===== config.mk =====
export PLATFORM = sky130hd
export DESIGN_NAME = seg_scan_ctrl
export DESIGN_NICKNAME = d
export VERILOG_FILES = /design/src/rtl/seg_scan_ctrl.sv
export SDC_FILE = /design/constraint.sdc
export NUM_CORES = 1
export LEC_CHECK = 0
export CAP_MARGIN = 0
export CORE_ASPECT_RATIO = 0.6
export CORE_MARGIN = 2
export CORE_UTILIZATION = 25
export CTS_CLUSTER_SIZE = 28
export DETAILED_ROUTE_END_ITERATION = 12
export MAX_ROUTING_LAYER = met4
export SYNTH_ARGS = -nofsm -noshare
export SYNTH_HDL_FRONTEND = slang
export SYNTH_SLANG_ARGS = --single-unit

===== constraint.sdc =====
create_clock -name clk -period 5.51 [get_ports clk]
set_clock_uncertainty 0.15 [all_clocks]
set_input_delay 1.102 -clock clk [delete_from_list [all_inputs] [get_ports clk]]
set_output_delay 1.102 -clock clk [all_outputs]
set_load 0.01 [all_outputs]

===== src/rtl/seg_scan_ctrl.sv =====
// Digit-scan controller for a 6-digit multiplexed 7-segment display.
// Optional display blinking is built only when SEG_BLINK_EN is defined.
module seg_scan_ctrl #(
  parameter int SCAN_DIV  = 50_000,
  parameter int BLINK_FRM = 83
) (
  input  logic        clk,
  input  logic        rst_n,
  input  logic [19:0] number_in,
  input  logic        number_vld,
  input  logic        blink,
  output logic [5:0]  sel,
  output logic [19:0] number,
  output logic        frame_done
);

  localparam int              DIV_W     = $clog2(SCAN_DIV);
  localparam logic [DIV_W-1:0] DIV_LAST = DIV_W'(SCAN_DIV - 1);
  localparam logic [19:0]     SAT_MAX   = 20'd999_999;
  localparam logic [5:0]      SEL_UNITS = 6'b011111;
  localparam logic [5:0]      SEL_LAST  = 6'b111110;

  logic [DIV_W-1:0] divCnt_q, divCnt_d;
  logic [5:0]       scan_q, scan_d;
  logic [19:0]      number_q, number_d;
  logic [19:0]      pending_q, pending_d;
  logic             pendFlag_q, pendFlag_d;
  logic             frameDone_q;
  logic             tick;
  logic             wrap;
  logic [19:0]      numSat;

  always_comb begin
    numSat     = (number_in > SAT_MAX) ? SAT_MAX : number_in;
    tick       = (divCnt_q == DIV_LAST);
    wrap       = tick && (scan_q == SEL_LAST);
    divCnt_d   = tick ? '0 : divCnt_q + 1'b1;
    scan_d     = scan_q;
    number_d   = number_q;
    pending_d  = pending_q;
    pendFlag_d = pendFlag_q;

    if (tick) begin
      scan_d = wrap ? SEL_UNITS : {1'b1, scan_q[5:1]};
    end

    if (number_vld) begin
      pending_d  = numSat;
      pendFlag_d = 1'b1;
    end

    // A strobe landing on the wrap cycle goes straight to the display and
    // supersedes whatever was pending for this frame.
    if (wrap) begin
      pendFlag_d = 1'b0;
      if (number_vld) begin
        number_d = numSat;
      end else if (pendFlag_q) begin
        number_d = pending_q;
      end
    end
  end

  always_ff @(posedge clk or negedge rst_n) begin
    if (!rst_n) begin
      divCnt_q    <= '0;
      scan_q      <= SEL_UNITS;
      number_q    <= '0;
      pending_q   <= '0;
      pendFlag_q  <= 1'b0;
      frameDone_q <= 1'b0;
    end else begin
      divCnt_q    <= divCnt_d;
      scan_q      <= scan_d;
      number_q    <= number_d;
      pending_q   <= pending_d;
      pendFlag_q  <= pendFlag_d;
      frameDone_q <= wrap;
    end
  end

  assign number     = number_q;
  assign frame_done = frameDone_q;

`ifdef SEG_BLINK_EN
  localparam int               FRM_W    = $clog2(BLINK_FRM + 1);
  localparam logic [FRM_W-1:0] FRM_LAST = FRM_W'(BLINK_FRM - 1);

  logic [FRM_W-1:0] frmCnt_q, frmCnt_d;
  logic             phaseOn_q, phaseOn_d;

  always_comb begin
    frmCnt_d  = frmCnt_q;
    phaseOn_d = phaseOn_q;
    if (!blink) begin
      frmCnt_d  = '0;
      phaseOn_d = 1'b1;
    end else if (wrap) begin
      if (frmCnt_q == FRM_LAST) begin
        frmCnt_d  = '0;
        phaseOn_d = ~phaseOn_q;
      end else begin
        frmCnt_d = frmCnt_q + 1'b1;
      end
    end
  end

  always_ff @(posedge clk or negedge rst_n) begin
    if (!rst_n) begin
      frmCnt_q  <= '0;
      phaseOn_q <= 1'b1;
    end else begin
      frmCnt_q  <= frmCnt_d;
      phaseOn_q <= phaseOn_d;
    end
  end

  // Only the visible select is blanked; the rotation keeps running underneath.
  assign sel = (blink && !phaseOn_q) ? 6'b111111 : scan_q;
`else
  logic unused_cfg;
  assign unused_cfg = blink & (BLINK_FRM >= 1);
  assign sel        = scan_q;
`endif

endmodule


==> flow_summary.yaml, run 1 <==
global_route:
  grt_pass1_vias: 2091
  overflow: 0
  grt_max_degree: 65
  grt_pass1_wl_um: 11000
  grt_use_total: 0.123
  antenna_found_initial: 0
synthesis:
  synth_area_um2: 2720
  synth_fa_ha_area_frac: 0.00460
  synth_top_cell_by_area: "dfrtp_1"
  syn_inst: 247
  yosys_warnings: 0
  avgSynthCellArea_um2: 11.0
  syn_nets: 272
  synthXorXnorAreaFrac: 0.0386
  synth_top_family_by_area: "simple AND/OR/NAND/NOR gates"
  synth_seq_cells: 64
  synth_sequential_area_ratio: 0.591
  yosys-top-cells-area: "dfrtp_1, dfstp_2, nand2_1"
  synthMuxAreaShare: 0.0455
  yosys_most_used_dff: "dfrtp_1"
  ys_types: 42
  async_flop_share: 1.00
  yosysTopAreaCellShare: 0.542
  synth_edf_count: 0
  synthSimpleGateAreaFrac: 0.191
  synth_compound_area_frac: 0.110
worst_setup_path:
  cp.required_ns: 5.57
  path_cells: "clkdlybuf4s50_1 -> nor2_1 -> or4_1 -> nor2_8 -> mux2_1"
  slowest_stage: "clkdlybuf4s50_1"
  crit_type: "primary input to flop"
  critPathMaxStageDelay_ns: 0.97
  arrival_ns: 3.61
  crit_fanout: 20
  startpoint_type: "primary input"
  critPathCaptureType: "flop"
detailed_routing:
  drt_iter0_drc: 133
  dr_wl_met3_um: 300
  wl_met1_um: 3340
  routed.top_layer: "met4"
  drt_wl_total_um: 6410
  wl_per_cell_um: 14.4
  drtAntennaViolNets: 0
  met2_length_um: 2690
  drc: 0
  vias: 2078
  drt-vias-per-instance: 4.68
  firstDrtPassIters: 4
layout:
  mostFrequentLayoutCell: "dfrtp_1"
  drive_gt1_frac: 0.118
  layout_common_cells: "dfrtp_1, clkdlybuf4s50_1, nand2_1"
  area_growth_pct: 34.6
  diodes: 0
  finalNonFillerCells: 444
  fin_nets: 325
  seq_area_um2: 1610
  multi_input_area_um2: 1060
  fillers: 1070
cts:
  cts_hold_buf: 0
  cts_root_buffer: "clkbuf_16"
  clk_path_buf_depth: 2
  cts_resized: 0
  tritoncts.num_buffers: 9
  cts_max_level: 3
  path_clk_slew_ns: 0.05
  cts_tree: "yes"
  cts_num_sinks: 64
  clk_latency_ns: 0.33
  post-cts-setup-buffers: 0
floorplanning:
  fp.dieW_um: 139
  core-area_um2: 10600
  die_h_um: 84.8
  io_pins: 51
  initial_core_util: 0.257
  dieArea_um2: 11800
  std_cell_rows: 29
timing:
  finalCriticalPeriod_ns: 3.55
  period_share: 0.644
  whs_ns: 0.326
  hold_viol_final: 0
  fmax_mhz: 282
  rsz0062_at_grt: "no"
  fin_tns_setup_ns: 0
  tightest_slew_ns: 0.830
  maxSlewViolCount: 0
  setup_violations: 0
  slew_headroom: 0.446
placed_design:
  gp_congestion: 0.815
  io_buffers: 49
  hpwl_um: 4470
  placedCellCount: 428
power_and_ir_drop:
  power.leakage_uw: 0.00161
  power_density_nw_per_um2: 313
  vdd_drop_max_v: 0.000132
min_path:
  hold_class: "flop to flop"
run:
  maxCapViolCount: 0
outcome:
  status: "completed"
## cell usage after synthesis (4+ instances only)
master,n
a21oi_1,18
a31oi_1,7
and3_1,4
clkbuf_1,5
dfrtp_1,59
dfstp_2,5
mux2_2,4
nand2_1,35
nand3_1,5
nand4_1,4
nor2_1,28
o21ai_0,15
o31ai_1,8
xnor2_1,5
xor2_1,7
## registers in the layout (all words and copies together), names as in the netlist
signal and cells:
number 20, pending_q 20, divCnt_q 16, sel 6
frame_done 1, pendFlag_q 1
## area by class of cell
type,instances,share of cell area
Inverter,3,0.00307
Clock buffer,14,0.0775
Tap cell,139,0.0475
Clock inverter,2,0.00956
Multi-Input combinational cell,172,0.289
Sequential cell,64,0.439
Timing Repair Buffer,50,0.135
## per-stage QoR
step | instance area, um^2 | util | worst slack (ns) | power, uW
finish | 3660 | 0.346 | 1.96 | 1150
global route | 3660 | 0.346 | 1.72 | 1200
CTS | 3660 | 0.346 | 1.94 | 1160
detailed placement | 3350 | 0.316 | 1.59 | 561
global placement | 3350 | 0.316 | 1.60 | 559
floorplan | 2720 | - | 3.00 | 523
## critical path: cells and delay by family
family                 cells  cell delay, ns
AND/OR/NAND/NOR            3            1.17
buffers and inverters      1            0.97
multiplexers               1            0.35
## power breakdown
part | switching (uW) | internal [uW]
sequential | 4.86 | 487
clock | 198 | 399
combinational | 32.9 | 28.0
## routing by layer
metal,track usage,vias up
li1,-,980
met1,0.180,1038
met2,0.161,50
met3,0.0401,10
met4,0.0386,0
met5,-,-
## logic make-up (layout without fill, tap and decap cells)
kind of cell               Yosys count  in the layout
buffers and inverters               11             69
xor gates and xnor gates            12             12
adders and majority gates            1              1
DFF                                 64             64
AOI/OAI and AO/OA                   52             52
muxes                               10             10
and+or+nand+nor                     97             97
## final timing paths
path	to	slack (ns)	start	cells after the start
setup reg to reg	number[4]	2.84	divCnt_q[0]	5
max in group asynchronous	number[11]	3.88	rst_n	2
hold / removal	pending_q[12]	0.33	pending_q[12]	2
setup / recovery	number[19]	1.96	number_vld	5
hold reg to reg	pending_q[12]	0.33	pending_q[12]	2
min in group asynchronous	number[18]	0.77	rst_n	2
Note: power is estimated with default switching activity, not from simulation.
==> run 2: changes to the inputs <==
- clock period: 5.51 -> 3.7 ns (I/O delays scaled with it)
==> run 2 against run 1 <==
Against the previous run:
- wire length is 2.9% higher
- setup slack worse by 0.86 ns
- critical endpoint unchanged
- register-to-register slack worse by 1.6 ns
- clock power is 50% higher
- count of clock-buffer cells in the layout is 1 lower
- total power is 50% higher
- global-route usage is 0.18 points higher
- hold slack worse by 0.058 ns
- combinational power is 54% higher
- first-iteration DRC count is 4.5% lower
- critical path type unchanged
==> flow_summary.yaml, run 2 (synthesis results as in run 1) <==
outcome:
  status: "completed"
placed_design:
  hpwl_um: 4700
  io_buffers: 49
  gp_congestion: 0.813
  place_ws_ns: 0.724
cts:
  cts_max_level: 3
  path_clk_slew_ns: 0.05
  cts_resized: 0
  cts_num_sinks: 64
  clk_latency_ns: 0.33
  cts_tree: "yes"
  cts_hold_buf: 0
  clk_path_buf_depth: 2
  post-cts-setup-buffers: 0
  tritoncts.num_buffers: 9
  cts_root_buffer: "clkbuf_16"
worst_setup_path:
  cp.required_ns: 3.76
  startpoint_type: "primary input"
  crit_type: "primary input to flop"
  r2r_start: "divCnt_q[0]"
  crit_fanout: 13
  critPathCaptureType: "flop"
  arrival_ns: 2.66
  reg2reg_depth: 5
  r2r_setup_slack_ns: 1.25
  rr_endpoint: "number[19]"
floorplanning:
  initial_core_util: 0.257
  fp.dieW_um: 139
  dieArea_um2: 11800
  std_cell_rows: 29
  die_h_um: 84.8
  io_pins: 51
  core-area_um2: 10600
detailed_routing:
  firstDrtPassIters: 4
  drt_wl_total_um: 6600
  vias: 2070
  wl_per_cell_um: 14.7
  drt_iter0_drc: 127
  drtAntennaViolNets: 0
  drc: 0
  drt-vias-per-instance: 4.62
timing:
  maxSlewViolCount: 0
  tightest_slew_ns: 0.609
  hold_viol_final: 0
  setup_violations: 0
  slew_headroom: 0.594
  finalCriticalPeriod_ns: 2.60
  timing.final.ws_setup_ns: 1.10
  fmax_mhz: 385
  fin_tns_setup_ns: 0
  period_share: 0.702
  rsz0062_at_grt: "no"
global_route:
  grt_max_degree: 27
  grt_pass1_vias: 2177
  grt_use_total: 0.125
  antenna_found_initial: 0
  overflow: 0
  grt_pass1_wl_um: 11100
layout:
  diodes: 0
  mostFrequentLayoutCell: "dfrtp_1"
  fin_nets: 329
  layout_common_cells: "dfrtp_1, clkdlybuf4s50_1, nand2_1"
  area_growth_pct: 35.6
  drive_gt1_frac: 0.123
min_path:
  hold_class: "primary input to async pin"
power_and_ir_drop:
  power_density_nw_per_um2: 466
  total_power_uw: 1720
  power.leakage_uw: 0.00163
  vdd_drop_max_v: 0.000229
run:
  maxCapViolCount: 0
-- run 2: layout make-up --
| cell class | count | area, um^2 |
|---|---|---|
| clock buffer | 13 | 250 |
| timing repair buffer | 54 | 523 |
| fill | 1063 | 6900 |
| clock inverter | 3 | 65.1 |
| multi-input combinational | 172 | 1060 |
| inverter | 3 | 11.3 |
| sequential | 64 | 1610 |
| tap | 139 | 174 |
-- run 2: critical path: stages --
cell,delay [ns]
clkdlybuf4s50_1,0.51
nor2_1,0.09
or4_1,0.63
nor2_8,0.33
mux2_1,0.36
-- run 2: worst max-delay path by stage --
stage / startpoint / to / slack, ns / depth (start not counted)
floorplan: number_vld / number[16] / 1.55 / 6
detailed placement: number_vld / number[19] / 0.72 / 5
finish: number_vld / number[19] / 1.10 / 5
global route: number_vld / number[19] / 1.01 / 5
global placement: number_vld / number[19] / 0.74 / 5
CTS: number_vld / number[19] / 1.08 / 5
-- run 2: report_power, final --
group	leakage [uW]	switching (uW)	internal, uW
Combinational	0.000665	50.5	43.1
Clock	0.000154	287	607
Sequential	0.000807	7.20	725
Total	0.00163	345	1370
-- run 2: metrics by stage --
stage          area (um^2)  cells  utilization  hold slack [ns]
5_1_grt               3690    448        0.348            0.303
2_1_floorplan         2720    247            -            0.294
3_5_place_dp          3380    432        0.319            0.315
6_report              3690    448        0.348            0.268
4_1_cts               3690    448        0.348            0.281
3_3_place_gp          3380    432        0.319            0.310
-- run 2: layer usage --
metal / routed length (um) / GRT usage / vias up
li1: - / - / 992
met1: 3390 / 0.172 / 1013
met4: 69 / 0.0358 / 0
met2: 2750 / 0.171 / 57
met3: 378 / 0.0491 / 8
met5: 0 / - / -
